[src/rtl/pipeline_sequencer.sv]
// pipeline_sequencer: 5-stage pipeline stall/flush/bubble control with divide wait, exception capture and halt.
module pipeline_sequencer #(
  parameter int ADDR_W = 16,
  parameter int REG_AW = 4,
  parameter int DIV_CYCLES = 4,
  parameter int CNT_W = 16
) (
  input  logic              clk,
  input  logic              rst,
  input  logic [REG_AW-1:0] id_rs1,
  input  logic [REG_AW-1:0] id_rs2,
  input  logic              id_uses_rs2,
  input  logic              id_jump,
  input  logic              ex_mem2r,
  input  logic              ex_reg_wr,
  input  logic [REG_AW-1:0] ex_rd,
  input  logic              ex_is_div,
  input  logic              ex_branch_taken,
  input  logic              ex_halt,
  input  logic              ex_div0,
  input  logic              ex_overflow,
  input  logic [ADDR_W-1:0] ex_pc,
  output logic              pc_we,
  output logic              ifid_we,
  output logic              idex_we,
  output logic              ifid_flush,
  output logic              idex_flush,
  output logic              exmem_bubble,
  output logic              div_start,
  output logic              halted,
  output logic              exc_valid,
  output logic [1:0]        exc_cause,
  output logic [ADDR_W-1:0] exc_pc,
  output logic [CNT_W-1:0]  stall_count
);
  typedef enum logic [1:0] {RUN, DIV_WAIT, HALTED} state_t;
  state_t state_q, state_d;
  logic [3:0] div_cnt_q, div_cnt_d;
  logic halted_q, halted_d, exc_valid_q, exc_valid_d;
  logic [1:0] exc_cause_q, exc_cause_d;
  logic [ADDR_W-1:0] exc_pc_q, exc_pc_d;
  logic [CNT_W-1:0] stall_count_q, stall_count_d;
  logic exc, load_use;
  always_comb begin
    exc = ex_div0 | ex_overflow;
    load_use = ex_mem2r & ex_reg_wr & ((ex_rd == id_rs1) | (id_uses_rs2 & (ex_rd == id_rs2)));
    pc_we = 1'b1;
    ifid_we = 1'b1;
    idex_we = 1'b1;
    ifid_flush = 1'b0;
    idex_flush = 1'b0;
    exmem_bubble = 1'b0;
    div_start = 1'b0;
    state_d = state_q;
    div_cnt_d = div_cnt_q;
    halted_d = halted_q;
    exc_valid_d = exc_valid_q;
    exc_cause_d = exc_cause_q;
    exc_pc_d = exc_pc_q;
    if (state_q == HALTED) begin
      pc_we = 1'b0;
      ifid_we = 1'b0;
      idex_we = 1'b0;
      exmem_bubble = 1'b1;
    end else if (exc || ex_halt) begin
      pc_we = 1'b0;
      ifid_flush = 1'b1;
      idex_flush = 1'b1;
      exmem_bubble = 1'b1;
      halted_d = 1'b1;
      state_d = HALTED;
      if (exc) begin
        exc_valid_d = 1'b1;
        exc_cause_d = {ex_overflow, ex_div0};
        exc_pc_d = ex_pc;
      end
    end else if (state_q == DIV_WAIT) begin
      if (div_cnt_q != 4'd0) begin
        pc_we = 1'b0;
        ifid_we = 1'b0;
        idex_we = 1'b0;
        exmem_bubble = 1'b1;
        div_cnt_d = div_cnt_q - 4'd1;
      end else begin
        state_d = RUN;
      end
    end else if (ex_branch_taken) begin
      ifid_flush = 1'b1;
      idex_flush = 1'b1;
    end else if (ex_is_div) begin
      div_start = 1'b1;
      pc_we = 1'b0;
      ifid_we = 1'b0;
      idex_we = 1'b0;
      exmem_bubble = 1'b1;
      div_cnt_d = 4'(DIV_CYCLES - 1);
      state_d = DIV_WAIT;
    end else if (load_use) begin
      pc_we = 1'b0;
      ifid_we = 1'b0;
      idex_flush = 1'b1;
    end else if (id_jump) begin
      ifid_flush = 1'b1;
    end
    stall_count_d = (state_q != HALTED && !pc_we && !(&stall_count_q)) ? stall_count_q + 1'b1 : stall_count_q;
    if (rst) begin
      pc_we = 1'b0;
      ifid_we = 1'b0;
      idex_we = 1'b0;
      ifid_flush = 1'b1;
      idex_flush = 1'b1;
      exmem_bubble = 1'b1;
      div_start = 1'b0;
    end
  end
  always_ff @(posedge clk or posedge rst) begin
    if (rst) begin
      state_q <= RUN;
      div_cnt_q <= '0;
      halted_q <= 1'b0;
      exc_valid_q <= 1'b0;
      exc_cause_q <= '0;
      exc_pc_q <= '0;
      stall_count_q <= '0;
    end else begin
      state_q <= state_d;
      div_cnt_q <= div_cnt_d;
      halted_q <= halted_d;
      exc_valid_q <= exc_valid_d;
      exc_cause_q <= exc_cause_d;
      exc_pc_q <= exc_pc_d;
      stall_count_q <= stall_count_d;
    end
  end
  assign halted = halted_q;
  assign exc_valid = exc_valid_q;
  assign exc_cause = exc_cause_q;
  assign exc_pc = exc_pc_q;
  assign stall_count = stall_count_q;
endmodule

[config.mk]
export PLATFORM = sky130hd
export DESIGN_NAME = pipeline_sequencer
export DESIGN_NICKNAME = d
export VERILOG_FILES = /design/src/rtl/pipeline_sequencer.sv
export SDC_FILE = /design/constraint.sdc
export NUM_CORES = 1
export LEC_CHECK = 0
export CORE_UTILIZATION = 40
export CTS_BUF_LIST = sky130_fd_sc_hd__clkbuf_4 sky130_fd_sc_hd__clkbuf_8
export CTS_CLUSTER_DIAMETER = 60
export DETAILED_ROUTE_END_ITERATION = 8
export PLACE_DENSITY = 0.74
export SLEW_MARGIN = 25
export SYNTH_ARGS = -nofsm -noshare
export SYNTH_HDL_FRONTEND = slang
export SYNTH_SLANG_ARGS = --single-unit
[constraint.sdc]
create_clock -name clk -period 5.6 [get_ports clk]
set_clock_uncertainty 0.1 [all_clocks]
set_input_delay 1.12 -clock clk [delete_from_list [all_inputs] [get_ports clk]]
set_output_delay 1.12 -clock clk [all_outputs]
set_load 0.01 [all_outputs]
After elaboration in Yosys (flattened, before gate mapping)
Index checks and enable logic that the tools add are counted.
{"block": "op_classes", "addsub": 2, "eq_ne": 9, "mux": 52, "bitwise": 7, "reduce_logical": 13}
{"cell": "$mux W1", "n": 43}
{"cell": "$add A16 B1 Y16 const B", "n": 1}
{"cell": "$mux W4", "n": 4}
{"cell": "$reduce_and A16 Y1", "n": 1}
{"cell": "$mux W2", "n": 5}
{"cell": "$eq A4 B4 Y1", "n": 2}
{"cell": "$reduce_and A5 Y1", "n": 1}
{"cell": "$ne A2 B1 Y1 const B", "n": 2}
{"cell": "$reduce_and A4 Y1", "n": 1}
{"cell": "$reduce_bool A4 Y1", "n": 1}
{"cell": "$sub A4 B1 Y4 const B", "n": 1}
{"cell": "$and A1 B1 Y1", "n": 3}
{"cell": "$ne A3 B1 Y1 const B", "n": 1}
{"cell": "$ne A3 B3 Y1 const B", "n": 1}
{"cell": "$reduce_and A3 Y1", "n": 1}
{"cell": "$reduce_bool A3 Y1", "n": 1}
{"cell": "$eq A2 B1 Y1 const B", "n": 1}
{"cell": "$eq A2 B2 Y1 const B", "n": 1}
{"cell": "$logic_and A1 B1 Y1", "n": 2}
{"cell": "$logic_not A1 Y1", "n": 2}
{"cell": "$ne A2 B2 Y1 const B", "n": 1}
{"cell": "$not A1 Y1", "n": 2}
{"cell": "$or A1 B1 Y1", "n": 2}
{"cell": "$reduce_and A2 Y1", "n": 1}
{"cell": "other kinds (2)", "n": 2}
{"block": "word_totals", "reg_bits": 42, "output_inout_bits": 43, "wordCells": 90}

Logic depth before layout (Yosys ltp)
Gate-level depths: netlist (run 1).
{"block": "logic_depth", "word_depth": 13, "mapped_depth": 8, "ltp_nobuf": 8}

Worst setup path before layout (run 1)
OpenSTA, ideal clock, no wires.
{"block": "synth_timing", "kind": "input to output", "startpoint": "input rst", "endpoint": "output pc_we", "arrival_ns": 2.530, "t_required_ns": 4.380, "slack_ns": 1.850, "cell_stages": 3, "cell_sequence": "inv_1 -> nand3_1 -> nor3_1"}
{"block": "synth_between", "elab_chain_len": 1}
{"element": "from (decl)", "line": "9", "source": "input logic rst,"}
{"element": "$mux W1", "line": "106", "source": "if (rst) begin"}
{"element": "to (decl)", "line": "23", "source": "output logic pc_we,"}
No other way between the ends.

Worst setup path in the final report (run 1)
{"block": "layout_timing", "startpoint": "input ex_rd[2]", "endpoint": "output ifid_we"}
{"block": "layout_between", "elab_chain_len": 11, "elab_cells_between_ends": 12, "classes_between": "eq/ne: 2; mux: 7; bitwise: 3"}
{"element": "from (decl)", "line": "16", "source": "input logic [REG_AW-1:0] ex_rd,"}
{"element": "$eq A4 B4 Y1", "line": "46", "source": "load_use = ex_mem2r & ex_reg_wr & ((ex_rd == id_rs1) | (id_uses_rs2 & (ex_rd == id_rs2)));"}
{"element": "$and A1 B1 Y1", "line": "46"}
{"element": "$or A1 B1 Y1 *", "line": "46"}
{"element": "$and A1 B1 Y1 *", "line": "46"}
{"element": "$mux W1 *", "line": "98", "source": "end else if (load_use) begin"}
{"element": "$mux W1 *", "line": "90", "source": "end else if (ex_is_div) begin"}
{"element": "$mux W1 *", "line": "87", "source": "end else if (ex_branch_taken) begin"}
{"element": "$mux W1 *", "line": "77", "source": "end else if (state_q == DIV_WAIT) begin"}
{"element": "$mux W1 *", "line": "65", "source": "end else if (exc || ex_halt) begin"}
{"element": "$mux W1 *", "line": "60", "source": "if (state_q == HALTED) begin"}
{"element": "$mux W1 *", "line": "106"}
{"element": "to (decl)", "line": "24", "source": "output logic ifid_we,"}
Mark *: on every way between the ends. The rest lies on a longest branch, timed or not.

==> results of run 1 <==
per-layer routing:
layer  GRT usage  share of wire  routed length, µm
met5           0              0                  0
met3      0.0437          0.070                311
met2       0.280           0.47               2080
met4      0.0658          0.013                 59
met1       0.209           0.45               1990
Yosys cell counts, types with 5 or more instances:
| library cell | instances |
|---|---|
| dfrtp_1 | 42 |
| inv_1 | 5 |
| nand4_1 | 11 |
| mux2_1 | 10 |
| nor2_1 | 5 |
| nand2_1 | 20 |
| mux2_2 | 8 |
| nor3_1 | 8 |
| xnor2_1 | 17 |
| xor2_1 | 6 |
| nand3_1 | 7 |
critical path: cells and delay by family:
| kind | cells | cell delay (ns) |
|---|---|---|
| and+or+nand+nor | 2 | 0.56 |
| AOI/OAI and AO/OA | 2 | 0.52 |
| xor gates and xnor gates | 1 | 0.13 |
| buffers and inverters | 2 | 1.00 |
sequential cells by signal, summed over array words and instances (netlist names):
register and count:
div_cnt_q 4, exc_cause 2, exc_pc 16, exc_valid 1
halted 1, stall_count 16, state_q 2
how the worst max path moves through the flow:
stage,startpoint,endpoint,slack [ns],cells past startpoint
after floorplan,rst,pc_we,1.85,3
after global placement,ex_rd[1],ifid_we,1.04,6
after detailed placement,ex_rd[2],ifid_we,1.02,7
after CTS,ex_rd[2],ifid_we,1.02,7
after global routing,ex_rd[2],ifid_we,0.93,7
final,ex_rd[2],ifid_we,1.04,7
final cells by class:
type	instances	area share
Sequential cell	42	0.335
Clock buffer	6	0.0264
Multi-Input combinational cell	145	0.339
Timing Repair Buffer	82	0.261
Clock inverter	2	0.00399
Inverter	5	0.00599
Tap cell	70	0.0280
cells by family after synthesis:
logic type,Yosys count,synth area share
AND/OR/NAND/NOR,78,0.208
AO/OA/AOI/OAI,22,0.0746
adder cells (fa/ha/maj),3,0.0174
buffers and inverters,10,0.0231
XOR/XNOR,23,0.0931
flip-flops,42,0.486
multiplexers,19,0.0983
power by group through the flow:
stage | sequential [mW] | combinational, mW | clock [mW]
floorplan | 0.345 | 0.0313 | 0
global placement | 0.336 | 0.111 | 0
detailed placement | 0.337 | 0.112 | 0
CTS | 0.331 | 0.112 | 0.208
global route | 0.333 | 0.122 | 0.222
finish | 0.331 | 0.111 | 0.200
==> flow_summary.toml, run 1 <==
[detailed_routing]
wl_per_cell_um = 12.6
ant_nets = 0
drc = 0
dr.pass1.iters = 4
detail_route.iter0.violations = 88
avgViaCountPerCell = 5.06
vias = 1782
totalWireLength_um = 4440

[final_layout]
multi_input_comb_area_mm2 = 0.00106
area_growth_pct = 44.8
final_cell_mix = "clkdlybuf4s50_1 (81), dfrtp_1 (42), nand2_1 (20)"
register_area_mm2 = 0.00105
final_util = 0.606
drive_gt1_frac = 0.103
antennaDiodeCount = 0
nFillCells = 454
final_nets = 323
fin_cells = 352
fin_area_mm2 = 0.00313
mostFrequentLayoutCell = "clkdlybuf4s50_1"

[sta]
worstMarginPinSlew_ns = 0.831
fmax_ghz = 0.219
setup-violations-final = 0
rsz0062_at_grt = "false"
timing.hold.ws_ns = 0.370
slew_headroom = 0.446
finalCritPeriodShare = 0.814
finalWorstSetupSlack_ns = 1.04
drv_slew = 0
fin_crit_ns = 4.56
finalHoldViolCount = 0
setup_tns_ns = 0

[power]
powerDensity_mw_per_mm2 = 205
p_total_mw = 0.641
vdd_drop_max_uv = 85.6
sw_frac_of_total = 0.238
internal-power_mw = 0.489
pwr-share-seq = 0.516
clockPowerShare = 0.311
power_switching_mw = 0.152
p_leak_nw = 1.24
pwr-share-comb = 0.173

[yosys]
synth.ff_latch_count = 42
async_flop_share = 1.00
synth_ff_type = "dfrtp_1"
synth_top_cell_area_share = 0.486
synth.area.top_cells = "dfrtp_1 (49%), xnor2_1 (6.9%), mux2_1 (5.2%)"
synth-seq-area-share = 0.486
ys_warn_count = 0
avgSynthCellArea_um2 = 11.0
syn_inst = 197
synth-edff-count = 0
yosysUniqueCellTypes = 46
yosysTopAreaCell = "dfrtp_1"
synth_fp_nets = 239
synth_area_mm2 = 0.00216

[global_routing]
gr-total-overflow = 0
grt_pass1_wl_um = 7220
grt_max_degree = 43
grt_usage = 0.168
antenna_found_initial = 0
grt_pass1_vias = 1628

[cts]
ctsHoldBuffers = 0
clkTransAtPathRegs_ns = 0.07
cts_sinks = 42
cts.path.max_buffers = 2
root_buffer = "clkbuf_8"
cts_buffers = 5
ctsResizeCount = 0
cts_tree = "yes"
insertion_delay_ns = 0.29
cts_setup_buffers = 0
cts_max_level = 2

[floorplanning]
rows = 26
die_h_um = 75.5
num_io_pins = 82
die_x_um = 75.5
core_mm2 = 0.00517
initial_core_util = 0.418
die_area_mm2 = 0.00571

[placed_design]
dp_hpwl_um = 3350
place_ws_ns = 1.02
placed_cells = 344
place_area_mm2 = 0.00304
gp_congestion = 0.757
io_buffer_count = 81

[setup_path]
critPathMaxFanout = 4
critPathArrivalTime_ns = 3.34
r2r_cells = 8
critPathCaptureType = "output port"
start_kind = "input port"
cp.required_ns = 4.38
r2r_end = "stall_count[1]"
reg2reg_from = "div_cnt_q[0]"
worst_path_max_delay_cell = "clkdlybuf4s50_1"
r2r_setup_slack_ns = 3.28
max_stage_delay_ns = 0.51
crit_path_cell_trace = "clkdlybuf4s50_1, xnor2_1, nand4_1, or4_4, a311oi_1, o32ai_1, clkdlybuf4s50_1"
critical_path_class = "in2out"
cp_common_cell = "clkdlybuf4s50_1"

[status]
outcome = "completed"

[flow_run]
drv_cap = 0

[worst_hold_path]
min_path_type = "reg2reg"
whs_endpoint = "halted"
whs_path_depth = 1
worstHoldStart = "halted"
(Power assumes the default switching activity.)
==> inputs of run 2 (changes only) <==
- clock period: 5.6 -> 4.6 ns (I/O delays scaled with it)
==> flow_summary.toml, run 2 (synthesis gave the netlist of run 1 again) <==
[status]
outcome = "completed"

[global_routing]
antenna_found_initial = 0
grtUsageMet2 = 0.295
grt.busiest_layer = "met2"
gr-total-overflow = 0
grt_max_degree = 43
grt_pass1_vias = 1661
use_met3 = 0.0489
grt_usage = 0.173
grt_pass1_wl_um = 7470
grt_use_met1 = 0.213

[placed_design]
io_buffer_count = 81
dp_hpwl_um = 3350
place_area_mm2 = 0.00304
gp_congestion = 0.757
place_ws_ns = 0.420

[sta]
worstMarginPinSlew_ns = 0.824
finalWorstSetupSlack_ns = 0.427
finalHoldViolCount = 0
slew_headroom = 0.450
setup_tns_ns = 0
setup-violations-final = 0
drv_slew = 0
fin_crit_ns = 4.17
finalCritPeriodShare = 0.907
rsz0062_at_grt = "false"
fmax_ghz = 0.240

[detailed_routing]
vias = 1794
detail_route.iter0.violations = 84
dr.pass1.iters = 4
wl_per_cell_um = 12.8
avgViaCountPerCell = 5.10
ant_nets = 0
totalWireLength_um = 4510
drc = 0

[cts]
clkTransAtPathRegs_ns = 0.08
cts_setup_buffers = 0
root_buffer = "clkbuf_8"
cts_sinks = 42
cts.path.max_buffers = 2
cts_buffers = 5
ctsResizeCount = 0
cts_max_level = 2
insertion_delay_ns = 0.29
ctsHoldBuffers = 0
cts_tree = "yes"

[setup_path]
start_kind = "input port"
worst_path_max_delay_cell = "clkdlybuf4s50_1"
cp.required_ns = 3.58
critPathCaptureType = "output port"
r2r_setup_slack_ns = 2.28
critPathArrivalTime_ns = 3.15
crit_path_cell_trace = "clkdlybuf4s50_1, xnor2_1, nand4_1, or4_4, a311oi_1, o32ai_1, clkdlybuf4s50_1"
cp_common_cell = "clkdlybuf4s50_1"
critPathMaxFanout = 4
max_stage_delay_ns = 0.51
critical_path_class = "in2out"

[floorplanning]
die_h_um = 75.5
initial_core_util = 0.418
num_io_pins = 82
core_mm2 = 0.00517
rows = 26
die_x_um = 75.5
die_area_mm2 = 0.00571

[final_layout]
antennaDiodeCount = 0
final_cell_mix = "clkdlybuf4s50_1 (81), dfrtp_1 (42), nand2_1 (20)"
final_nets = 323
final_util = 0.606
fin_area_mm2 = 0.00313
area_growth_pct = 44.8
drive_gt1_frac = 0.103
mostFrequentLayoutCell = "clkdlybuf4s50_1"

[power]
powerDensity_mw_per_mm2 = 249
power_switching_mw = 0.186
pwr-share-seq = 0.516
pwr-share-comb = 0.172
p_leak_nw = 1.24
vdd_drop_max_uv = 116
internal-power_mw = 0.595
p_total_mw = 0.780
sw_frac_of_total = 0.238
clockPowerShare = 0.312

[flow_run]
drv_cap = 0

[worst_hold_path]
min_path_type = "reg2reg"
[run 2: cell counts in the layout (fill, tap and decap cells not counted)]
No cell type changed its count.
[run 2: routing by layer]
metal  vias to the layer above  share of wire
li1                        875              -
met1                       850           0.45
met2                        67           0.48
met3                         2          0.066
met4                         0         0.0075
met5                         -              0
[run 2: through the flow]
step           hold slack, ns  std cells
2_1_floorplan           0.387        197
3_3_place_gp            0.344        344
3_5_place_dp            0.351        344
4_1_cts                 0.374        352
5_1_grt                 0.411        352
6_report                0.366        352
[run 2: worst paths after layout]
path | startpoint | to | cells after the start
setup reg to reg | div_cnt_q[0] | stall_count[1] | 8
min in group asynchronous | rst | state_q[0] | 3
max in group asynchronous | rst | stall_count[7] | 3
setup / recovery | ex_rd[2] | ifid_we | 7
hold / removal | halted | halted | 1
hold reg to reg | halted | halted | 1
[run 2: power groups by stage]
stage          sequential, mW  combinational [mW]  clock (mW)
2_1_floorplan           0.420              0.0381           0
3_3_place_gp            0.409               0.135           0
3_5_place_dp            0.410               0.136           0
4_1_cts                 0.403               0.137       0.253
5_1_grt                 0.406               0.148       0.269
6_report                0.403               0.135       0.243
[run 2: final cells by class]
type	count	area (µm²)
repair buffers	82	818
inverters	5	18.8
clock inverters	2	12.5
flip-flops and latches	42	1050
clock buffers	6	82.6
well taps	70	87.6
fillers	447	2040
multi-input cells	145	1060
[run 2: worst max-delay path: cells and delay by family]
family	cells	cell delay [ns]
buf+inv	2	1.00
simple gates	2	0.56
compound gates	2	0.53
xor+xnor	1	0.13
==> inputs of run 3 (changes only) <==
- PLACE_DENSITY: 0.74 -> 0.72
==> flow_summary.toml, run 3 (synthesis gave the netlist of run 1 again) <==
[placed_design]
placed_cells = 344
dp_hpwl_um = 3410
place_ws_ns = 0.407
io_buffer_count = 81
place_area_mm2 = 0.00304
gp_congestion = 0.790

[final_layout]
antennaDiodeCount = 0
nFillCells = 450
area_growth_pct = 44.1
fin_area_mm2 = 0.00312
final_cell_mix = "clkdlybuf4s50_1 (81), dfrtp_1 (42), nand2_1 (20)"
final_util = 0.603
fin_cells = 351
mostFrequentLayoutCell = "clkdlybuf4s50_1"
drive_gt1_frac = 0.0996
final_nets = 323

[global_routing]
gr-total-overflow = 0
antenna_found_initial = 0
grt_pass1_vias = 1645
grt_pass1_wl_um = 7260
grt_usage = 0.171
grt_max_degree = 43

[setup_path]
critPathCaptureType = "output port"
cp_common_cell = "clkdlybuf4s50_1"
critical_path_class = "in2out"
critPathMaxFanout = 4
crit_path_cell_trace = "clkdlybuf4s50_1, xor2_1, or4_4, a311oi_1, o32ai_1, clkdlybuf4s50_1"
critPathArrivalTime_ns = 3.15
worst_path_max_delay_cell = "or4_4"
cp.required_ns = 3.58
max_stage_delay_ns = 0.57
start_kind = "input port"
r2r_cells = 8

[power]
p_leak_nw = 1.24
vdd_drop_max_uv = 102
p_total_mw = 0.756
powerDensity_mw_per_mm2 = 243

[floorplanning]
core_mm2 = 0.00517
die_h_um = 75.5
die_area_mm2 = 0.00571
rows = 26
die_x_um = 75.5
initial_core_util = 0.418
num_io_pins = 82

[sta]
fmax_ghz = 0.240
drv_slew = 0
finalHoldViolCount = 0
setup_tns_ns = 0
rsz0062_at_grt = "false"
fin_crit_ns = 4.17
finalCritPeriodShare = 0.907
setup-violations-final = 0
timing.hold.ws_ns = 0.368
worstMarginPinSlew_ns = 0.819
finalWorstSetupSlack_ns = 0.428
slew_headroom = 0.453

[cts]
ctsHoldBuffers = 0
root_buffer = "clkbuf_8"
clkTransAtPathRegs_ns = 0.07
cts_tree = "yes"
ctsResizeCount = 0
cts_buffers = 5
cts.path.max_buffers = 2
cts_setup_buffers = 0
cts_max_level = 2
insertion_delay_ns = 0.29
cts_sinks = 42

[detailed_routing]
drc = 0
vias = 1782
dr.pass1.iters = 4
avgViaCountPerCell = 5.08
ant_nets = 0
totalWireLength_um = 4490
wl_per_cell_um = 12.8
detail_route.iter0.violations = 84

[status]
outcome = "completed"

[flow_run]
drv_cap = 0

[worst_hold_path]
whs_path_depth = 1
min_path_type = "reg2reg"
## run 3: cell type report
cell class                      instances  area [µm²]  area share
Clock inverter                          2        10.0     0.00321
Inverter                                5        18.8     0.00602
Sequential cell                        42        1050       0.337
Timing Repair Buffer                   82         818       0.263
Clock buffer                            5        68.8      0.0221
Multi-Input combinational cell        145        1060       0.341
Tap cell                               70        87.6      0.0281
## run 3: power breakdown
part / switching (mW) / internal, mW / leakage, nW
Combinational: 0.0503 / 0.0843 / 0.677
Clock: 0.117 / 0.102 / 0.0438
Sequential: 0.0128 / 0.390 / 0.521
## run 3: path summary, 6_finish.rpt
path	startpoint	endpoint	slack [ns]
worst min register to register	halted	halted	0.37
worst max-delay path	ex_rd[1]	ifid_we	0.43
min in group asynchronous	rst	state_q[0]	1.13
worst min-delay path	halted	halted	0.37
max in group asynchronous	rst	stall_count[7]	2.92
worst max register to register	div_cnt_q[0]	stall_count[1]	2.32
## run 3: routing by layer
layer  track usage  wire (µm)
met3        0.0542        345
met1         0.210       1970
met5             0          0
met2         0.278       2100
met4        0.0741         71
## run 3: worst max-delay path: cells and delay by family
kind            cells  cell delay, ns
simple gates        1            0.57
buf+inv             2            0.95
compound gates      2            0.53
xor+xnor            1            0.18
